==> src/rtl/regfile_writer.sv <==
// regfile_writer: in-order writeback queue draining onto the regfile write port,
// redirect pass-through and per-register pending scoreboard. Bypass lookup: REGFILE_WRITER_BYPASS_EN.
`ifndef REG_COUNT_L2
`define REG_COUNT_L2 4
`endif
`ifndef REG_COUNT
`define REG_COUNT 16
`endif
`ifndef BIT_WIDTH
`define BIT_WIDTH 32
`endif
`ifndef REG_PC_INDEX
`define REG_PC_INDEX 15
`endif

`ifndef SYNTHESIS
module regfile_writer_chk #(
  parameter int N = 16
) (
  input logic         clk,
  input logic         reset,
  input logic [N-1:0] inc_err,
  input logic [N-1:0] dec_err
);
  // scoreboard counter overflow / underflow detection
  always @(posedge clk) begin
    if (!reset) begin
      assert (inc_err == {N{1'b0}}) else $error("regfile_writer: pending counter overflow, regs=%0h", inc_err);
      assert (dec_err == {N{1'b0}}) else $error("regfile_writer: pending counter underflow, regs=%0h", dec_err);
    end
  end
endmodule
`endif

module regfile_writer #(
  parameter int DEPTH = 4,
  parameter int CNT_W = 2
) (
  input  logic                     clk,
  input  logic                     reset,
  input  logic                     wb_valid,
  output logic                     wb_ready,
  input  logic [`REG_COUNT_L2-1:0] wb_addr,
  input  logic [`BIT_WIDTH-1:0]    wb_value,
  input  logic                     br_valid,
  input  logic [`BIT_WIDTH-1:0]    br_target,
  input  logic                     reserve_valid,
  input  logic [`REG_COUNT_L2-1:0] reserve_addr,
  input  logic                     flush,
  output logic                     write_enable1,
  output logic [`REG_COUNT_L2-1:0] write_addr1,
  output logic [`BIT_WIDTH-1:0]    write_value1,
  output logic                     update_pc,
  output logic [`BIT_WIDTH-1:0]    new_pc,
  output logic [`REG_COUNT-1:0]    pending,
  input  logic [`REG_COUNT_L2-1:0] fwd_addr,
  output logic                     fwd_hit,
  output logic [`BIT_WIDTH-1:0]    fwd_value
);
  localparam int PTR_W  = $clog2(DEPTH);
  localparam int QCNT_W = PTR_W + 1;
  localparam logic [QCNT_W-1:0]        DEPTH_C = QCNT_W'(DEPTH);
  localparam logic [CNT_W-1:0]         CNT_MAX = {CNT_W{1'b1}};
  localparam logic [`REG_COUNT_L2-1:0] PC_ADDR = `REG_COUNT_L2'(`REG_PC_INDEX);

  logic [`REG_COUNT_L2-1:0] addr_r  [DEPTH];
  logic [`BIT_WIDTH-1:0]    value_r [DEPTH];
  logic [PTR_W-1:0]         head_r, tail_r;
  logic [QCNT_W-1:0]        count_r;
  logic [CNT_W-1:0]         cnt_r [`REG_COUNT];

  logic                     empty_s, stall_head_s, drain_s, push_s;
  logic [`REG_COUNT_L2-1:0] head_addr_s;
  logic [`BIT_WIDTH-1:0]    head_value_s;
  logic [`REG_COUNT-1:0]    inc_s, dec_s, inc_err_s, dec_err_s;

  assign head_addr_s  = addr_r[head_r];
  assign head_value_s = value_r[head_r];

  // head presentation; a redirect holds back a PC write for one cycle
  always_comb begin
    wb_ready      = (count_r < DEPTH_C);
    empty_s       = (count_r == QCNT_W'(0));
    stall_head_s  = br_valid && (head_addr_s == PC_ADDR);
    drain_s       = !empty_s && !stall_head_s;
    push_s        = wb_valid && wb_ready && !flush;
    write_enable1 = drain_s;
    update_pc     = br_valid;
    new_pc        = br_target;
    if (drain_s) begin
      write_addr1  = head_addr_s;
      write_value1 = head_value_s;
    end else begin
      write_addr1  = `REG_COUNT_L2'(0);
      write_value1 = `BIT_WIDTH'(0);
    end
  end

  // circular queue storage and pointers
  always_ff @(posedge clk or posedge reset) begin
    if (reset) begin
      head_r  <= PTR_W'(0);
      tail_r  <= PTR_W'(0);
      count_r <= QCNT_W'(0);
      for (int i = 0; i < DEPTH; i++) begin
        addr_r[i]  <= `REG_COUNT_L2'(0);
        value_r[i] <= `BIT_WIDTH'(0);
      end
    end else if (flush) begin
      head_r  <= PTR_W'(0);
      tail_r  <= PTR_W'(0);
      count_r <= QCNT_W'(0);
    end else begin
      if (push_s) begin
        addr_r[tail_r]  <= wb_addr;
        value_r[tail_r] <= wb_value;
        tail_r          <= tail_r + PTR_W'(1);
      end
      if (drain_s) begin
        head_r <= head_r + PTR_W'(1);
      end
      case ({push_s, drain_s})
        2'b10:   count_r <= count_r + QCNT_W'(1);
        2'b01:   count_r <= count_r - QCNT_W'(1);
        default: count_r <= count_r;
      endcase
    end
  end

  // per-register increment/decrement decode and pending view
  always_comb begin
    for (int i = 0; i < `REG_COUNT; i++) begin
      inc_s[i]     = reserve_valid && !flush && (reserve_addr == `REG_COUNT_L2'(i));
      dec_s[i]     = drain_s && !flush && (head_addr_s == `REG_COUNT_L2'(i));
      inc_err_s[i] = inc_s[i] && !dec_s[i] && (cnt_r[i] == CNT_MAX);
      dec_err_s[i] = dec_s[i] && !inc_s[i] && (cnt_r[i] == CNT_W'(0));
      pending[i]   = (cnt_r[i] != CNT_W'(0));
    end
  end

  // outstanding-write counters; saturate at max, hold at zero
  always_ff @(posedge clk or posedge reset) begin
    if (reset) begin
      for (int i = 0; i < `REG_COUNT; i++) cnt_r[i] <= CNT_W'(0);
    end else if (flush) begin
      for (int i = 0; i < `REG_COUNT; i++) cnt_r[i] <= CNT_W'(0);
    end else begin
      for (int i = 0; i < `REG_COUNT; i++) begin
        if (inc_s[i] && !dec_s[i] && !inc_err_s[i]) cnt_r[i] <= cnt_r[i] + CNT_W'(1);
        else if (dec_s[i] && !inc_s[i] && !dec_err_s[i]) cnt_r[i] <= cnt_r[i] - CNT_W'(1);
        else cnt_r[i] <= cnt_r[i];
      end
    end
  end

`ifdef REGFILE_WRITER_BYPASS_EN
  // scan oldest to youngest so the youngest match wins
  always_comb begin
    fwd_hit   = 1'b0;
    fwd_value = `BIT_WIDTH'(0);
    for (int k = 0; k < DEPTH; k++) begin
      if ((QCNT_W'(k) < count_r) && (addr_r[head_r + PTR_W'(k)] == fwd_addr)) begin
        fwd_hit   = 1'b1;
        fwd_value = value_r[head_r + PTR_W'(k)];
      end else begin
        fwd_hit   = fwd_hit;
        fwd_value = fwd_value;
      end
    end
  end
`else
  logic unused_fwd_addr_s;
  assign unused_fwd_addr_s = ^fwd_addr;
  assign fwd_hit   = 1'b0;
  assign fwd_value = `BIT_WIDTH'(0);
`endif

`ifndef SYNTHESIS
  regfile_writer_chk #(.N(`REG_COUNT)) u_chk (
    .clk     (clk),
    .reset   (reset),
    .inc_err (inc_err_s),
    .dec_err (dec_err_s)
  );
`endif

endmodule
==> config.mk <==
export PLATFORM = sky130hd
export DESIGN_NAME = regfile_writer
export DESIGN_NICKNAME = d
export VERILOG_FILES = /design/src/rtl/regfile_writer.sv
export SDC_FILE = /design/constraint.sdc
export NUM_CORES = 1
export LEC_CHECK = 0
export BUFFER_PORTS_ARGS = -buffer_cell sky130_fd_sc_hd__clkbuf_2
export CORE_ASPECT_RATIO = 1.25
export CORE_MARGIN = 2
export CORE_UTILIZATION = 50
export CTS_CLUSTER_DIAMETER = 50
export CTS_CLUSTER_SIZE = 14
export DETAILED_ROUTE_END_ITERATION = 16
export GPL_ROUTABILITY_DRIVEN = 0
export GPL_TIMING_DRIVEN = 0
export PLACE_DENSITY_LB_ADDON = 0.05
export SETUP_SLACK_MARGIN = 0.3
export SYNTH_ARGS = -nofsm -noshare
export SYNTH_HDL_FRONTEND = slang
export SYNTH_HIERARCHICAL = 1
export SYNTH_SLANG_ARGS = --single-unit
==> constraint.sdc <==
create_clock -name clk -period 6.1 [get_ports clk]
set_input_delay 0.61 -clock clk [delete_from_list [all_inputs] [get_ports clk]]
set_output_delay 0.61 -clock clk [all_outputs]
set_load 0.05 [all_outputs]
==> impl_metrics.csv <==
group,metric,value,unit
cells_and_area,final_util,59.86,%
cells_and_area,area_growth_syn_to_layout,18.15,%
detailed_routing,drtIter0Drc,299,
clock_tree,numCtsBuffers,17,
worst_setup_path,worstSetupEndpointType,"output pin",
power_and_ir_drop,powerDensity,493.1,mW/mm2
die,core,0.01871,mm2
detailed_routing,vias_per_cell,5.534,
clock_tree,cts_max_path_buffers,2,
timing,hold_viol_final,0,
synthesis,synth_top_family_by_area,"multiplexers",
worst_setup_path,criticalPathCategory,"register to output pin",
timing,skew,0.01309,ns
power_and_ir_drop,combPwrFrac,44.8,%
synthesis,syn_avg_cell_area,12.46,um2
placed_design,dpl.hpwl,16430,um
timing,setup_viol,0,
min_path,hold_class,"primary input to async pin",
die,die_width,127.2,um
worst_setup_path,critical_path_required,5.49,ns
power_and_ir_drop,vdd_drop_max,0.2754,mV
synthesis,synth_fa_ha_area_share,0.7392,%
die,die-height,157.9,um
synthesis,synth-seq-cells,183,
timing,min_period,4.104,ns
timing,fin_tns_setup,0,ns
synthesis,synth.area.mux_share,26.03,%
power_and_ir_drop,power_leakage,5.237,nW
timing,max_freq,243.6,MHz
clock_tree,clk_latency,0.43,ns
synthesis,ys_warn_count,6,
clock_tree,postCtsHoldBufs,0,
detailed_routing,drtAntennaViolNets,0,
clock_tree,cts.clk_slew.worst_paths,0.07,ns
power_and_ir_drop,internal_power,3.292,mW
global_route,grt_max_degree,108,
power_and_ir_drop,pwr-share-clk,20.6,%
worst_setup_path,rr_worst_depth,11,
clock_tree,cts.sinks,183,
power_and_ir_drop,p_total,5.522,mW
power_and_ir_drop,p_sw_share,40.39,%
synthesis,yosys.area_share.simple,10.24,%
die,start_util,50.67,%
worst_setup_path,r2r_start,"head_r[1]",
global_route,grt_pass1_vias,7013,
placed_design,io_buffers,132,
synthesis,synth-xor-area-share,0.3696,%
cells_and_area,nets,1032,
clock_tree,post-cts-setup-buffers,0,
detailed_routing,vias,6585,
timing,slew_viol_final,0,
synthesis,ys.flop_type,"dfrtp_1",
global_route,grt-ovfl-total,0,
run,maxCapViolations,0,
detailed_routing,drt_first_pass_iters,5,
timing,worst_slew_pin_slew,1.009,ns
detailed_routing,wl_per_cell,18.95,um
global_route,grt_pass1_wl,35760,um
die,fp-row-count,56,
global_route,grtUsageTotal,22.94,%
worst_setup_path,cp_max_fo,10,
global_route,grt_antenna_before_repair,0,
synthesis,synth_seq_area_share,48.31,%
synthesis,synth_area,0.009479,mm2
synthesis,syn_inst,761,
outcome,outcome,"finished, final reports clean",
synthesis,synthArstFlopShare,100.0,%
detailed_routing,routed_wirelength,22550,um
clock_tree,root_buffer,"clkbuf_16",
cells_and_area,mostFrequentLayoutCells,"dfrtp_1 (183), mux2_2 (145), clkbuf_2 (132)",
worst_setup_path,rr_endpoint,"count_r[2]",
cells_and_area,final_layout_size_suffix_gt1_share,45.20,%
power_and_ir_drop,netSwitchingPower,2.231,mW
die,die_area,0.02008,mm2
timing,holdWs,0.2479,ns
worst_setup_path,crit_start,"head_r[1]",
cells_and_area,final_common_cell,"dfrtp_1",
synthesis,synth.distinct_cells,56,
synthesis,synth_edf_count,0,
timing,slew_headroom,32.72,%
worst_setup_path,critPathLaunchType,"register",
worst_setup_path,regToRegSetupSlack,2.32,ns
timing,finalCritPeriodShare,67.29,%
detailed_routing,drcViolationCount,0,
clock_tree,cts_tree,"built",
worst_setup_path,arrival,3.49,ns
power_and_ir_drop,seqPwrFrac,34.6,%
clock_tree,cts_resized,0,
cells_and_area,final_cells,1190,
placed_design,dp_cells,1158,
timing,rsz0062_at_grt,"false",
synthesis,synth_compound_area_share,6.138,%
die,ios,202,
cells_and_area,antennaDiodeCount,0,
clock_tree,htreeDepth,4,
-- how the worst max path moves through the flow --
| stage | slack [ns] | end | depth (start not counted) |
|---|---|---|---|
| finish | 2.00 | write_value1[8] | 8 |
| global route | 1.76 | write_value1[21] | 8 |
| CTS | 2.02 | write_value1[21] | 8 |
| detailed placement | 2.36 | count_r[2] | 11 |
| global placement | -1.04 | value_r[36] | 2 |
| floorplan | 0.52 | addr_r[0] | 1 |
-- critical path, stage by stage (launching register included) --
cell	delay, ns
dfrtp_1	0.35
buf_2	0.20
mux4_1	0.29
clkbuf_1	0.36
nand3_1	0.25
o21ai_2	0.60
clkbuf_1	0.58
nor2b_1	0.15
clkbuf_2	0.28
-- cells by family (layout without fill, tap and decap cells) --
logic type / count (synthesis) / in the layout
other: 1 / 33
AO/OA/AOI/OAI: 79 / 79
XOR/XNOR: 4 / 4
flip-flops: 183 / 183
multiplexers: 183 / 183
adder cells (fa/ha/maj): 5 / 5
AND/OR/NAND/NOR: 170 / 170
buffers and inverters: 136 / 301
-- metrics by stage --
| step | setup slack (ns) | area [um2] |
|---|---|---|
| floorplan | 0.5180 | 9599 |
| global placement | -1.045 | 10550 |
| detailed placement | 2.361 | 10590 |
| CTS | 2.022 | 11200 |
| global route | 1.761 | 11200 |
| finish | 1.996 | 11200 |
-- sequential cells by signal, summed over array words and instances, names as in the netlist --
name     count
count_r      3
tail_r       2
addr_r      16
value_r    128
head_r       2
cnt_r       32
-- power groups by stage --
| stage | Sequential (mW) | Clock [mW] | Combinational, mW |
|---|---|---|---|
| CTS | 1.91 | 1.16 | 2.49 |
| global route | 1.97 | 1.21 | 2.64 |
| finish | 1.91 | 1.14 | 2.48 |
| global placement | 1.88 | 0 | 2.42 |
| detailed placement | 1.94 | 0 | 2.49 |
| floorplan | 1.84 | 0 | 1.97 |
-- cell type report --
| class | count | area, um2 |
|---|---|---|
| multi-input cells | 474 | 4249 |
| clock buffers | 18 | 429.2 |
| clock inverters | 14 | 185.2 |
| well taps | 232 | 290.3 |
| fillers | 1524 | 7508 |
| inverters | 33 | 131.4 |
| repair buffers | 133 | 688.2 |
| flip-flops and latches | 183 | 4579 |
| plain buffers | 103 | 646.9 |
-- cell usage after synthesis (2+ instances only) --
cell       number  share of area (%)
a2111oi_0       7               0.65
a211oi_1       16                1.3
a21o_1         13                1.0
a21oi_1         9               0.48
a311o_1         2               0.21
a311oi_1        8               0.74
a31oi_1         6               0.40
and2_1         10               0.66
buf_1           7               0.28
buf_2           4               0.21
buf_4          66                5.2
clkbuf_1       25               0.99
dfrtp_1       183                 48
ha_1            4               0.53
inv_1          33                1.3
mux2_2        145                 17
mux2i_1         2               0.21
mux4_2         35                8.3
nand2_1        11               0.44
nand2b_1       10               0.66
nand3_1         4               0.21
nand4_1         2               0.13
nor2_1         32                1.3
nor2b_1        38                2.5
nor3_1         27                1.4
nor3b_1         2               0.16
nor4_1          9               0.59
nor4b_1         2               0.18
o21ai_0         9               0.48
o31ai_1         2               0.16
or2_2           9               0.59
or3_1           3               0.20
xnor2_1         2               0.18
xor2_1          2               0.18
-- routing by layer --
metal	GRT usage [%]	part of all wire [%]	up-vias
li1	-	-	3016
met1	26.33	39	3312
met2	41.53	53	211
met3	4.596	4.7	46
met4	10.20	2.9	0
met5	0	0	-
Note: power is estimated with default switching activity, not from simulation.
